--- config.mk ---
export PLATFORM = sky130hd
export DESIGN_NAME = alu_pipe_flat
export DESIGN_NICKNAME = d
export VERILOG_FILES = /design/src/rtl/alu_pipe_if.sv /design/src/rtl/alu_pipe.sv /design/src/flat_wrapper.sv
export SDC_FILE = /design/constraint.sdc
export NUM_CORES = 2
export LEC_CHECK = 0
export ABC_AREA = 0
export CAP_MARGIN = 20
export CORE_UTILIZATION = 35
export CTS_CLUSTER_SIZE = 14
export DETAILED_ROUTE_END_ITERATION = 10
export PLACE_DENSITY = 0.51
export SETUP_SLACK_MARGIN = 0.2
export SYNTH_ARGS = -nofsm -noshare
export SYNTH_HDL_FRONTEND = slang
export SYNTH_SLANG_ARGS = --single-unit
--- constraint.sdc ---
create_clock -name clk_i -period 92.8 [get_ports clk_i]
set_input_delay 9.28 -clock clk_i [delete_from_list [all_inputs] [get_ports clk_i]]
set_output_delay 9.28 -clock clk_i [all_outputs]
set_load 0.01 [all_outputs]
--- src/rtl/alu_pipe_if.sv ---
// Execution-stage ALU bus: issue-side op/operands/tag plus the
// result-side valid/ready handshake toward write-back.
interface alu_pipe_if #(
    parameter int XLEN  = 64,
    parameter int TAG_W = 7
);
    logic             valid_i;
    logic             ready_o;
    logic [4:0]       op_i;
    logic             word_i;
    logic             uw_i;
    logic [XLEN-1:0]  rs1_i;
    logic [XLEN-1:0]  rs2_i;
    logic [TAG_W-1:0] tag_i;
    logic             flush_i;
    logic             valid_o;
    logic             ready_i;
    logic [XLEN-1:0]  result_o;
    logic [TAG_W-1:0] tag_o;

    modport slave (
        input  valid_i, op_i, word_i, uw_i, rs1_i, rs2_i, tag_i, flush_i, ready_i,
        output ready_o, valid_o, result_o, tag_o
    );

    modport master (
        output valid_i, op_i, word_i, uw_i, rs1_i, rs2_i, tag_i, flush_i, ready_i,
        input  ready_o, valid_o, result_o, tag_o
    );
endinterface

--- src/rtl/alu_pipe.sv ---
// Pipelined integer ALU (base ops + Zbb subset) with an elastic
// valid/ready pipeline, bubble collapsing and flush. The result is
// computed combinationally ahead of stage 0; later stages only carry it.
module alu_pipe #(
    parameter int XLEN   = 64,
    parameter int STAGES = 2,
    parameter int TAG_W  = 7
) (
    input  logic       clk_i,
    input  logic       rst_i,
    alu_pipe_if.slave  bus
);
    localparam int SW   = $clog2(XLEN);
    localparam bit RV64 = (XLEN == 64);

    typedef enum logic [4:0] {
        OP_ADD    = 5'd0,  OP_SUB    = 5'd1,  OP_SLL    = 5'd2,  OP_SRL   = 5'd3,
        OP_SRA    = 5'd4,  OP_SLT    = 5'd5,  OP_SLTU   = 5'd6,  OP_AND   = 5'd7,
        OP_OR     = 5'd8,  OP_XOR    = 5'd9,  OP_XNOR   = 5'd10, OP_ANDN  = 5'd11,
        OP_ORN    = 5'd12, OP_ROL    = 5'd13, OP_ROR    = 5'd14, OP_SH1ADD = 5'd15,
        OP_SH2ADD = 5'd16, OP_SH3ADD = 5'd17, OP_MIN    = 5'd18, OP_MAX   = 5'd19,
        OP_MINU   = 5'd20, OP_MAXU   = 5'd21, OP_CLZ    = 5'd22, OP_CTZ   = 5'd23,
        OP_CPOP   = 5'd24, OP_SEXTB  = 5'd25, OP_SEXTH  = 5'd26, OP_ZEXTH = 5'd27
    } op_e;

    // Leading zeros within the low n bits; all-zero input yields n.
    function automatic logic [6:0] clz_f(input logic [63:0] v, input int n);
        logic [6:0] c;
        logic       hit;
        c   = '0;
        hit = 1'b0;
        for (int i = 63; i >= 0; i--) begin
            if (i < n && !hit) begin
                if (v[i]) hit = 1'b1;
                else      c = c + 7'd1;
            end
        end
        return c;
    endfunction

    // Trailing zeros within the low n bits; all-zero input yields n.
    function automatic logic [6:0] ctz_f(input logic [63:0] v, input int n);
        logic [6:0] c;
        logic       hit;
        c   = '0;
        hit = 1'b0;
        for (int i = 0; i < 64; i++) begin
            if (i < n && !hit) begin
                if (v[i]) hit = 1'b1;
                else      c = c + 7'd1;
            end
        end
        return c;
    endfunction

    // Population count; callers pass an already zero-extended operand.
    function automatic logic [6:0] cpop_f(input logic [63:0] v);
        logic [6:0] c;
        c = '0;
        for (int i = 0; i < 64; i++) c = c + 7'(v[i]);
        return c;
    endfunction

    logic                     word, uw;
    logic [XLEN-1:0]          a, b, a_uw;
    logic signed [XLEN-1:0]   s1, s2;
    logic [31:0]              a32, b32;
    logic signed [31:0]       s1_32;
    logic [SW-1:0]            sh;
    logic [4:0]               sh_w;
    logic [2*XLEN-1:0]        rol_d, ror_d;
    logic [63:0]              rolw_d, rorw_d;
    logic [XLEN-1:0]          full_res, alu_res;
    logic [31:0]              w32_res;
    logic                     word_op;

    // W-form and .uw only exist on the 64-bit datapath.
    assign word   = RV64 && bus.word_i;
    assign uw     = RV64 && bus.uw_i;
    assign a      = bus.rs1_i;
    assign b      = bus.rs2_i;
    assign a_uw   = uw ? XLEN'(bus.rs1_i[31:0]) : bus.rs1_i;
    assign s1     = bus.rs1_i;
    assign s2     = bus.rs2_i;
    assign a32    = bus.rs1_i[31:0];
    assign b32    = bus.rs2_i[31:0];
    assign s1_32  = bus.rs1_i[31:0];
    assign sh     = bus.rs2_i[SW-1:0];
    assign sh_w   = bus.rs2_i[4:0];
    // Rotates as shifts of the operand concatenated with itself.
    assign rol_d  = {a, a} << sh;
    assign ror_d  = {a, a} >> sh;
    assign rolw_d = {a32, a32} << sh_w;
    assign rorw_d = {a32, a32} >> sh_w;

    // Operation decode: full-width result plus a 32-bit W-form result.
    always_comb begin
        full_res = '0;
        w32_res  = '0;
        word_op  = 1'b0;
        case (op_e'(bus.op_i))
            OP_ADD:    begin full_res = a_uw + b;  w32_res = a32 + b32;     word_op = 1'b1; end
            OP_SUB:    begin full_res = a - b;     w32_res = a32 - b32;     word_op = 1'b1; end
            OP_SLL:    begin full_res = a_uw << sh; w32_res = a32 << sh_w;  word_op = 1'b1; end
            OP_SRL:    begin full_res = a >> sh;   w32_res = a32 >> sh_w;   word_op = 1'b1; end
            OP_SRA:    begin full_res = s1 >>> sh; w32_res = s1_32 >>> sh_w; word_op = 1'b1; end
            OP_SLT:    full_res = XLEN'(s1 < s2);
            OP_SLTU:   full_res = XLEN'(a < b);
            OP_AND:    full_res = a & b;
            OP_OR:     full_res = a | b;
            OP_XOR:    full_res = a ^ b;
            OP_XNOR:   full_res = ~(a ^ b);
            OP_ANDN:   full_res = a & ~b;
            OP_ORN:    full_res = a | ~b;
            OP_ROL:    begin full_res = rol_d[2*XLEN-1:XLEN]; w32_res = rolw_d[63:32]; word_op = 1'b1; end
            OP_ROR:    begin full_res = ror_d[XLEN-1:0];      w32_res = rorw_d[31:0];  word_op = 1'b1; end
            OP_SH1ADD: full_res = (a_uw << 1) + b;
            OP_SH2ADD: full_res = (a_uw << 2) + b;
            OP_SH3ADD: full_res = (a_uw << 3) + b;
            OP_MIN:    full_res = (s1 < s2) ? a : b;
            OP_MAX:    full_res = (s1 < s2) ? b : a;
            OP_MINU:   full_res = (a < b) ? a : b;
            OP_MAXU:   full_res = (a < b) ? b : a;
            OP_CLZ:    begin full_res = XLEN'(clz_f(64'(a), XLEN)); w32_res = 32'(clz_f(64'(a32), 32)); word_op = 1'b1; end
            OP_CTZ:    begin full_res = XLEN'(ctz_f(64'(a), XLEN)); w32_res = 32'(ctz_f(64'(a32), 32)); word_op = 1'b1; end
            OP_CPOP:   begin full_res = XLEN'(cpop_f(64'(a)));     w32_res = 32'(cpop_f(64'(a32)));     word_op = 1'b1; end
            OP_SEXTB:  full_res = XLEN'($signed(a[7:0]));
            OP_SEXTH:  full_res = XLEN'($signed(a[15:0]));
            OP_ZEXTH:  full_res = XLEN'(a[15:0]);
            default:   full_res = '0;
        endcase
    end

    // W-form results are sign-extended from bit 31.
    assign alu_res = (word && word_op) ? XLEN'($signed(w32_res)) : full_res;

    logic [STAGES-1:0] vld_p;
    logic [STAGES-1:0] adv_p;
    logic [STAGES-1:0] en_p;
    logic [XLEN-1:0]   res_p [STAGES];
    logic [TAG_W-1:0]  tag_p [STAGES];

    // A stage drains if downstream accepts or any later stage holds a bubble.
    always_comb begin
        logic a_tmp;
        adv_p = '0;
        en_p  = '0;
        for (int k = 0; k < STAGES; k++) begin
            a_tmp = bus.ready_i;
            for (int j = k + 1; j < STAGES; j++) a_tmp = a_tmp | ~vld_p[j];
            adv_p[k] = a_tmp;
            en_p[k]  = ~vld_p[k] | a_tmp;
        end
    end

    // Valid bits: reset and flush clear every stage; otherwise shift when enabled.
    always_ff @(posedge clk_i) begin
        if (rst_i || bus.flush_i) begin
            vld_p <= '0;
        end else begin
            if (en_p[0]) vld_p[0] <= bus.valid_i;
            for (int k = 1; k < STAGES; k++) begin
                if (en_p[k]) vld_p[k] <= vld_p[k-1];
            end
        end
    end

    // Result/tag carry registers; only load when real data arrives.
    always_ff @(posedge clk_i) begin
        // stage 0: capture computed result
        if (en_p[0] && bus.valid_i) begin
            res_p[0] <= alu_res;
            tag_p[0] <= bus.tag_i;
        end
        // stages 1..STAGES-1: pure carry
        for (int k = 1; k < STAGES; k++) begin
            if (en_p[k] && vld_p[k-1]) begin
                res_p[k] <= res_p[k-1];
                tag_p[k] <= tag_p[k-1];
            end
        end
    end

    assign bus.ready_o  = en_p[0];
    assign bus.valid_o  = vld_p[STAGES-1];
    assign bus.result_o = res_p[STAGES-1];
    assign bus.tag_o    = tag_p[STAGES-1];
endmodule

--- src/flat_wrapper.sv ---
// flat-port wrapper written by rule: the top's interface ports become plain ports
module alu_pipe_flat 
#(
    parameter int XLEN   = 64,
    parameter int STAGES = 2,
    parameter int TAG_W  = 7
)
  (clk_i, rst_i, bus_valid_i, bus_op_i, bus_word_i, bus_uw_i, bus_rs1_i, bus_rs2_i, bus_tag_i, bus_flush_i, bus_ready_i, bus_ready_o, bus_valid_o, bus_result_o, bus_tag_o);
  alu_pipe_if #(.XLEN(XLEN), .TAG_W(TAG_W)) bus_i ();
  input  logic clk_i;
  input  logic rst_i;
  input wire logic [$bits(bus_i.valid_i)-1:0] bus_valid_i;
  input wire logic [$bits(bus_i.op_i)-1:0] bus_op_i;
  input wire logic [$bits(bus_i.word_i)-1:0] bus_word_i;
  input wire logic [$bits(bus_i.uw_i)-1:0] bus_uw_i;
  input wire logic [$bits(bus_i.rs1_i)-1:0] bus_rs1_i;
  input wire logic [$bits(bus_i.rs2_i)-1:0] bus_rs2_i;
  input wire logic [$bits(bus_i.tag_i)-1:0] bus_tag_i;
  input wire logic [$bits(bus_i.flush_i)-1:0] bus_flush_i;
  input wire logic [$bits(bus_i.ready_i)-1:0] bus_ready_i;
  output wire logic [$bits(bus_i.ready_o)-1:0] bus_ready_o;
  output wire logic [$bits(bus_i.valid_o)-1:0] bus_valid_o;
  output wire logic [$bits(bus_i.result_o)-1:0] bus_result_o;
  output wire logic [$bits(bus_i.tag_o)-1:0] bus_tag_o;
  assign bus_i.valid_i = bus_valid_i;
  assign bus_i.op_i = bus_op_i;
  assign bus_i.word_i = bus_word_i;
  assign bus_i.uw_i = bus_uw_i;
  assign bus_i.rs1_i = bus_rs1_i;
  assign bus_i.rs2_i = bus_rs2_i;
  assign bus_i.tag_i = bus_tag_i;
  assign bus_i.flush_i = bus_flush_i;
  assign bus_i.ready_i = bus_ready_i;
  assign bus_ready_o = bus_i.ready_o;
  assign bus_valid_o = bus_i.valid_o;
  assign bus_result_o = bus_i.result_o;
  assign bus_tag_o = bus_i.tag_o;
  alu_pipe #(.XLEN(XLEN), .STAGES(STAGES), .TAG_W(TAG_W)) u_core (.clk_i(clk_i), .rst_i(rst_i), .bus(bus_i));
endmodule
==> results.cfg <==
[status]
status = finished, violations left
failed_checks = max-slew violations

[synth]
synth_edf_count = 142
syn_avg_cell_area_sq_um = 6.81
synth_compound_area_frac = 0.315
ys_warn_count = 0
synthDistinctLibCells = 119
netlist_area_sq_um = 64100
synth_nets = 10132
synth_top_family_by_area = compound AO/OA/AOI/OAI gates
yosysSeqAreaShare = 0.0671
synth_xor_area_frac = 0.138
postSynthCellCount = 9411
yosys.area.top_type_share = 0.101
synthSimpleGateAreaFrac = 0.229
yosys.area.top_type = ha_1
yosys_most_used_dff = edfxtp_1
synth-seq-cells = 144
async_flop_share = 0
yosys-top-cells-area = ha_1 (10%), xnor2_1 (8.1%), edfxtp_1 (6.6%)
synth_fa_ha_area_frac = 0.122
synth_mux_area_frac = 0.0641

[die]
coreArea_sq_um = 181000
start_util = 0.354
die_h_um = 430
fp.dieW_um = 430
num_rows = 156
die-area_sq_um = 185000
pin_count = 220

[clock_network]
cts_tree = done
clk_latency_ps = 570
hold_buffers = 0
clock-sinks = 144
clock_tree.buffer_depth = 2
htreeDepth = 4
post_cts_resized = 0
path_clk_slew_ps = 100
cts_buffers = 17
post_cts_buffers = 0
cts-root-buf = clkbuf_16

[critical_path]
worstSetupPathType = primary input to register
crit_family = adder cells
crit_top_cell = ha_1
critPathRequiredTime_ps = 93100
max_stage_delay_ps = 610
crit_start = bus_rs1_i[62]
endpoint_kind = register
crit_buf_inv = 11
cpMaxStageDelayCell = mux2i_1
start_kind = primary input
path_max_fanout = 20
r2r-start = u_core.vld_p[1]
cp.arrival_ps = 51790

[placed_design]
dp_cells = 11670
place_area_sq_um = 69000
place.gp.congestion = 1.12
port_buffers = 219
hpwlAfterDp_um = 304000

[power_and_ir_drop]
powerDensity_nw_per_um2 = 18.9
seq_power_share = 0.063
p_sw_frac = 0.644
power_frac_comb = 0.878
p_leak_nw = 27.4
power.switching_mw = 0.846
internal_power_mw = 0.469
finalPower_mw = 1.32
clkPwrFrac = 0.059
ir_drop_v = 0.000212

[global_routing]
overflow = 0
antenna_found_initial = 44
grt_max_degree = 128
grt_pass1_wl_um = 534000
grt_usage = 0.397
grt_pass1_vias = 70867

[layout]
nets = 10044
final_cells = 11735
final_area_sq_um = 69800
layout_common_cells = nor2_1 (1102), nand2_1 (861), a21oi_1 (848)
final_common_cell = nor2_1
drive_above_1_share = 0.0699
syn_to_final_growth_pct = 8.79

[detailed_routing]
routed.top_layer = met5
vias = 76863
avgRoutedWirePerCell_um = 32.7
wirelength_um = 383000
dr_wl_met2_um = 155000
post_drt_via_cell_ratio = 6.55
drtIter0Drc = 10125
dr_wl_met3_um = 41700
drc = 0
drt-met1-wl_um = 161000
first_pass_iters = 7
antenna_left = 0

[sta]
final.min_clock_period_ps = 51490
finalSetupViolCount = 0
max-slew-margin-rel = -0.0430
worstMarginPinSlew_ps = 1560
holdWs_ps = 417
finalClockSkew_ps = 18.9
fin_setup_tns_ps = 0
hold_violations = 0
finalMaxSlewViolations = 1
grt_setup_unrepaired = no
fmax_mhz = 19.4
post-route-period-util = 0.555

[run]
drv_cap = 0

[worst_hold_path]
min_from = u_core.tag_p[0][3]
hold_path.class = register to register
cell usage after synthesis (74+ instances only):
| master | n |
|---|---|
| a211oi_1 | 87 |
| a221oi_1 | 150 |
| mux2i_1 | 306 |
| clkbuf_1 | 461 |
| o22ai_1 | 149 |
| nand3_1 | 202 |
| nor3_1 | 204 |
| o21a_1 | 87 |
| buf_4 | 74 |
| o211ai_1 | 96 |
| o21bai_1 | 120 |
| nand2_1 | 865 |
| inv_1 | 382 |
| xnor2_1 | 592 |
| ha_1 | 518 |
| a21oi_1 | 849 |
| nor2b_1 | 137 |
| edfxtp_1 | 142 |
| nand2b_1 | 132 |
| o21ai_0 | 844 |
| xor2_1 | 251 |
| nor2_1 | 1113 |
| buf_1 | 84 |
| nand4_1 | 100 |
| a21o_1 | 121 |
per-layer routing:
layer | global-route usage | vias to the layer above
li1 | - | 34256
met1 | 0.526 | 37113
met2 | 0.568 | 4651
met3 | 0.108 | 829
met4 | 0.239 | 14
met5 | 0 | -
final timing paths:
path	to	slack [ps]	depth (start not counted)
min reg2reg	u_core.tag_p[0][10]	420	0
max	u_core.res_p[0][1]	41310	217
max reg2reg	u_core.res_p[0][71]	90450	3
min	u_core.tag_p[0][10]	420	0
flip-flops by register name (all words and copies together) (netlist names):
name,cells
u_core.vld_p,2
u_core.tag_p,14
u_core.res_p,128
power groups by stage:
| stage | Combinational (mW) | Clock [mW] | Sequential [mW] |
|---|---|---|---|
| global route | 1.22 | 0.0808 | 0.0833 |
| floorplan | 0.544 | 0 | 0.0823 |
| global placement | 1.04 | 0 | 0.0843 |
| detailed placement | 1.04 | 0 | 0.0841 |
| finish | 1.15 | 0.0778 | 0.0831 |
| CTS | 1.05 | 0.0798 | 0.0829 |
cell families after synthesis:
kind of cell | count (synthesis)
AO/OA/AOI/OAI | 3168
XOR/XNOR | 912
adder cells (fa/ha/maj) | 598
buffers and inverters | 1030
flip-flops | 144
multiplexers | 385
AND/OR/NAND/NOR | 3174
through the flow:
step / setup WS (ps) / utilization
finish: 41310 / 0.385
global route: 38110 / 0.384
CTS: 41730 / 0.384
detailed placement: 41300 / 0.381
global placement: 42130 / 0.381
floorplan: 46590 / -
cell type report:
cell class / count / area [sq um]
Antenna cell: 29 / 72.6
Fill cell: 19329 / 112000
Clock buffer: 17 / 425
Timing Repair Buffer: 523 / 4470
Sequential cell: 144 / 4300
Tap cell: 2370 / 2970
Inverter: 400 / 1510
Multi-Input combinational cell: 8237 / 55800
Clock inverter: 15 / 186
(Power assumes the default switching activity.)
